===== src/rtl/fifo_serializer_tx.sv =====
// Pops items from the head of a fifo and sends each one LSB-first as SIZE/FLIT_W beats
// over a 4-phase req/ack link.
module fifo_serializer_tx #(
  parameter int ID     = -1,
  parameter int SIZE   = 8,
  parameter int FLIT_W = 2
) (
  input  logic              clk,
  input  logic              reset,
  input  logic              fifo_empty,
  input  logic [SIZE-1:0]   fifo_item,
  output logic              fifo_read,
  output logic              tx_req,
  input  logic              tx_ack,
  output logic [FLIT_W-1:0] tx_data,
  output logic              tx_last,
  output logic              busy
);

  localparam int BEATS = SIZE / FLIT_W;
  localparam int CNT_W = (BEATS > 1) ? $clog2(BEATS) : 1;
  localparam logic [CNT_W-1:0] LAST_CNT = CNT_W'(BEATS - 1);

  typedef enum logic [1:0] {
    IDLE     = 2'd0,
    REQ      = 2'd1,
    WAIT_LOW = 2'd2
  } state_t;

  state_t            state_q, state_d;
  logic [SIZE-1:0]   shreg_q, shreg_d;
  logic [CNT_W-1:0]  beat_cnt_q, beat_cnt_d;
  logic              tx_req_q, tx_req_d;
  logic [FLIT_W-1:0] tx_data_q, tx_data_d;
  logic              tx_last_q, tx_last_d;

  // An ack still high in IDLE means the previous handshake never closed, so hold the fetch.
  assign fifo_read = (state_q == IDLE) & ~fifo_empty & ~tx_ack & reset;

  always_comb begin
    state_d    = state_q;
    shreg_d    = shreg_q;
    beat_cnt_d = beat_cnt_q;
    tx_req_d   = tx_req_q;
    tx_data_d  = tx_data_q;
    tx_last_d  = tx_last_q;
    case (state_q)
      IDLE: begin
        if (fifo_read) begin
          shreg_d    = fifo_item;
          beat_cnt_d = '0;
          tx_req_d   = 1'b1;
          tx_data_d  = fifo_item[FLIT_W-1:0];
          tx_last_d  = (LAST_CNT == '0);
          state_d    = REQ;
        end
      end
      REQ: begin
        if (tx_ack) begin
          tx_req_d = 1'b0;
          state_d  = WAIT_LOW;
        end
      end
      WAIT_LOW: begin
        if (!tx_ack) begin
          if (tx_last_q) begin
            state_d = IDLE;
          end else begin
            shreg_d    = shreg_q >> FLIT_W;
            beat_cnt_d = beat_cnt_q + CNT_W'(1);
            tx_req_d   = 1'b1;
            tx_data_d  = shreg_d[FLIT_W-1:0];
            tx_last_d  = (beat_cnt_d == LAST_CNT);
            state_d    = REQ;
          end
        end
      end
      default: begin
        tx_req_d = 1'b0;
        state_d  = IDLE;
      end
    endcase
  end

  always_ff @(posedge clk) begin
    if (!reset) begin
      state_q    <= IDLE;
      shreg_q    <= '0;
      beat_cnt_q <= '0;
      tx_req_q   <= 1'b0;
      tx_data_q  <= '0;
      tx_last_q  <= 1'b0;
    end else begin
      state_q    <= state_d;
      shreg_q    <= shreg_d;
      beat_cnt_q <= beat_cnt_d;
      tx_req_q   <= tx_req_d;
      tx_data_q  <= tx_data_d;
      tx_last_q  <= tx_last_d;
    end
  end

  assign tx_req  = tx_req_q;
  assign tx_data = tx_data_q;
  assign tx_last = tx_last_q;
  assign busy    = (state_q != IDLE);

`ifndef SYNTHESIS
  always @(posedge clk) begin
    if (fifo_read)
      $display("#%3d, %10s [%1d] : popped <%g> for tx", $time, "fifo_ser", ID, $itor(fifo_item));
    if (reset && state_q == IDLE && tx_ack)
      $display("#%3d, %10s [%1d] : warning, tx_ack high in IDLE, fetch held", $time, "fifo_ser", ID);
  end
`endif

endmodule


===== config.mk =====
export PLATFORM = sky130hd
export DESIGN_NAME = fifo_serializer_tx
export DESIGN_NICKNAME = d
export VERILOG_FILES = /design/src/rtl/fifo_serializer_tx.sv
export SDC_FILE = /design/constraint.sdc
export NUM_CORES = 1
export LEC_CHECK = 0
export CORE_UTILIZATION = 50
export DETAILED_ROUTE_END_ITERATION = 8
export HOLD_SLACK_MARGIN = 0.05
export PLACE_DENSITY_LB_ADDON = 0.05
export SYNTH_ARGS = -nofsm -noshare
export SYNTH_HDL_FRONTEND = slang
export SYNTH_SLANG_ARGS = --single-unit
export TNS_END_PERCENT = 20

===== constraint.sdc =====
create_clock -name clk -period 1.9 [get_ports clk]
set_clock_uncertainty 0.05 [all_clocks]
set_input_delay 0.38 -clock clk [delete_from_list [all_inputs] [get_ports clk]]
set_output_delay 0.38 -clock clk [all_outputs]
set_load 0.05 [all_outputs]

# Word level (Yosys, flattened, before mapping)
# Index checks and enable logic that the tools add are counted.
word_totals:
  reg_bits: 16
  wordCells: 52
  in_bits: 12
classes:
  n_mux: 26
  eq_ne: 7
  bitwise: 5
  n_reduce_logical: 7
  addsub: 1
op_table:
  columns: ["op", "count"]
  rows:
  - ["$mux 8", 3]
  - ["$mux 2", 9]
  - ["$pmux 8 s2", 1]
  - ["$mux 1", 8]
  - ["$ne 2x2->1 const B", 4]
  - ["$pmux 2 s2", 2]
  - ["$reduce_and 4->1", 2]
  - ["$pmux 2 s3", 1]
  - ["$reduce_and 3->1", 2]
  - ["$eq 2x2->1 const B", 2]
  - ["$reduce_bool 2->1", 2]
  - ["$and 1x1->1", 3]
  - ["$pmux 1 s3", 1]
  - ["$add 2x1->2 const B", 1]
  - ["$eq 2x1->1 const B", 1]
  - ["$logic_not 2->1", 1]
  - ["$not 1->1", 2]
  - ["$pmux 1 s2", 1]

# Logic depth before layout (Yosys ltp)
depth:
  word_depth: 6
  depth_mapped: 7

# Worst setup path before layout
# OpenSTA, ideal clock, no wires.
synth_path:
  kind: "input -> output"
  from: "in reset"
  to: "out fifo_read"
  path_slack_ps: -107
  required_ps: 1470
  arrival_time_ps: 1577
  n_path_buf: 1
  path_stages: 3
  cell_sequence: "buf_6 > inv_2 > nor4b_2"
synth_via:
  elab_chain_cells: 1
synth_rtl:
  columns: ["element", "line_no", "source"]
  rows:
  - ["start: declaration", "9", "input logic reset,"]
  - ["$and 1x1->1", "38", "assign fifo_read = (state_q == IDLE) & ~fifo_empty & ~tx_ack & reset;"]
  - ["end: declaration", "12", "output logic fifo_read,"]
# Every way passes these cells.

# Final worst setup path
layout_path:
  from: "in fifo_empty"
  to: "out fifo_read"
layout_via:
  elab_chain_cells: 4
layout_rtl:
  columns: ["element", "line_no", "source"]
  rows:
  - ["start: declaration", "10", "input logic fifo_empty,"]
  - ["$not 1->1", "38", null]
  - ["$and 1x1->1 (3 in series)", "38", null]
# Every way passes these cells.

==> results.cfg <==
[synthesis]
netlist_area_sq_um = 738
synth_edf_count = 0
yosys-top-cells-area = dfxtp_1, a311oi_2, nand2_1
postSynthAreaPerCell_sq_um = 8.89
synthFlopType = dfxtp_1
yosysUniqueCellTypes = 30
yosysTopAreaCellShare_pct = 38.0
synth_most_common_cell = nand2_1
synth-seq-area-share_pct = 38.0
yosys_warnings = 0
syn_nets = 96
postSynthCellCount = 83
synth_common_cells = nand2_1, dfxtp_1, nor2_1
synth_area_leader_cell = dfxtp_1
ys_seq_elements = 14
async_flop_share_pct = 0

[min_path]
worstHoldPathCells = 3
hold_class = in2reg
hp-start = tx_ack
hold_end = state_q[1]

[worst_setup_path]
endpoint_kind = output pin
r2r_slack_ns = 0.43
reg2reg_to = shreg_q[2]
r2r_start = state_q[1]
rr_worst_depth = 5
start_kind = input port
arrival_ns = 1.36
worstPathRequired_ns = 1.47
crit_path_max_fanout = 3
critPathKind = in2out

[cts]
postCtsHoldBufs = 0
cts.reportedPaths.clkPinSlew_ns = 0.08
htreeDepth = 1
insertion_delay_ns = 0.29
numCtsBuffers = 3
cts_tree = done
clk_path_buf_depth = 2
clock_sinks = 14
root_buffer = clkbuf_4
cts_setup_buffers = 0

[floorplan]
die_h_microns = 40.4
coreArea_sq_um = 1330
initial_utilization_pct = 55.3
num_rows = 13
die_area_sq_um = 1630
die_w_microns = 40.4
ioPinCount = 18

[sta]
rsz0062_at_grt = false
whs_ns = 0.364
min_period_ns = 1.79
setup_violations = 0
timing.final.ws_setup_ns = 0.113
hold_violations = 0
maxSlewHeadroom_pct = 66.3
clock.fmax_mhz = 560
finalCritPeriodShare_pct = 94.1
tightest_slew_ns = 0.505
drv_slew = 0

[layout]
fin_cells = 118
regArea_sq_um = 280
area_growth_pct = 33.2
num-nets-final = 118
antenna_cells = 0
num-fill-cells = 117
design_area_sq_um = 983
drive_above_1_share_pct = 26.2
multi_input_area_sq_um = 390

[power]
vdd_drop_max_mv = 0.498
power.density_nw_per_um2 = 644
p_leak_nw = 0.424

[detailed_routing]
drtIter0Drc = 10
wl_met3_microns = 58
top_layer = met4
dr.pass1.iters = 2
via_per_inst = 5.29
drt-met1-wl_microns = 716
totalWireLength_mm = 1.55
dr_wl_met2_microns = 736
drc = 0
wl_per_cell_microns = 13.2
ant_nets = 0
vias = 624

[global_routing]
grtUsageTotal_pct = 21.9
overflow = 0
antenna_found_initial = 0
grt_pass1_wl_mm = 2.24
grt_pass1_vias = 529
grt_max_degree = 17

[place]
preCtsSetupSlack_ns = -0.0422
dpl_cell_area_sq_um = 952
dpl.hpwl_mm = 1.16
dpl.cell_count = 115
routabilityCongestion = 0.705
portBuffers = 17

[status]
status = completed

[run]
cap_viol_max_count = 0
-- through the flow --
stage | power (mW) | utilization (%) | TNS, ns
5_1_grt | 0.654 | 73.7 | 0
6_report | 0.633 | 73.7 | 0
4_1_cts | 0.636 | 73.0 | 0
3_3_place_gp | 0.463 | 71.4 | 0
2_1_floorplan | 0.411 | - | 0
3_5_place_dp | 0.467 | 71.4 | -0.176
-- registers in the layout, summed over array words and instances (netlist names) --
signal and cells:
shreg_q 8, beat_cnt_q 2, state_q 2, tx_last 1, tx_req 1
-- kinds of logic after synthesis --
kind of cell / synth area share (%)
compound gates: 22.5
flops: 38.0
fa+ha+maj: 1.69
buf+inv: 10.7
mux: 1.36
simple gates: 25.8
-- worst max-delay path: stages --
cell,delay [ns]
clkdlybuf4s50_1,0.48
nor4b_4,0.32
buf_12,0.18
-- worst max-delay path by stage --
| stage | startpoint | end | slack (ns) | cells past startpoint |
|---|---|---|---|---|
| floorplan | reset | fifo_read | 0.24 | 3 |
| global placement | reset | fifo_read | 0.005 | 4 |
| detailed placement | reset | shreg_q[2] | -0.04 | 6 |
| CTS | tx_ack | fifo_read | 0.008 | 4 |
| global route | fifo_empty | fifo_read | 0.09 | 3 |
| finish | fifo_empty | fifo_read | 0.11 | 3 |
-- cells in the final DEF (no fill, tap or decap), drive strengths merged --
| master | count |
|---|---|
| a21o | 1 |
| o311a | 1 |
| nor2b | 4 |
| o22ai | 1 |
| or2b | 1 |
| nor2 | 11 |
| nor3b | 1 |
| a21oi | 3 |
| dfxtp | 14 |
| nand3 | 1 |
| mux2i | 1 |
| nand4 | 1 |
| ha | 1 |
| nor4b | 1 |
| buf | 12 |
| dlygate4sd2 | 1 |
| a311oi | 6 |
| nand2b | 1 |
| dlymetal6s2s | 3 |
| inv | 2 |
| nand2 | 18 |
| o31ai | 2 |
| or2 | 1 |
| clkbuf | 3 |
| clkdlybuf4s50 | 9 |
| o21a | 1 |
| o21ai | 2 |
-- report_power, final --
group	leakage, nW	internal (mW)	switching (mW)
registers	0.114	0.307	0.0104
clock network	0.0138	0.0739	0.100
logic	0.296	0.0697	0.0717
-- repair_timing --
item / 4_1_cts / 5_1_grt
setup endpoints to repair: 1 / 3
pin swaps: 1 / 0
gates resized for setup: 1 / 4
-- metal layers --
| layer | GRT usage, % | vias to the layer above |
|---|---|---|
| met1 | 26.0 | 284 |
| met3 | 5.00 | 5 |
| met2 | 34.5 | 12 |
| met4 | 15.0 | 0 |
| li1 | - | 323 |
| met5 | 0 | - |
-- layout make-up --
cell class,count,share of cell area [%]
multi-input combinational,59,39.7
sequential,14,28.5
timing repair buffer,25,26.8
clock buffer,3,2.29
tap,15,1.91
inverter,2,0.763
No activity file was read; power rests on OpenSTA's default activity.
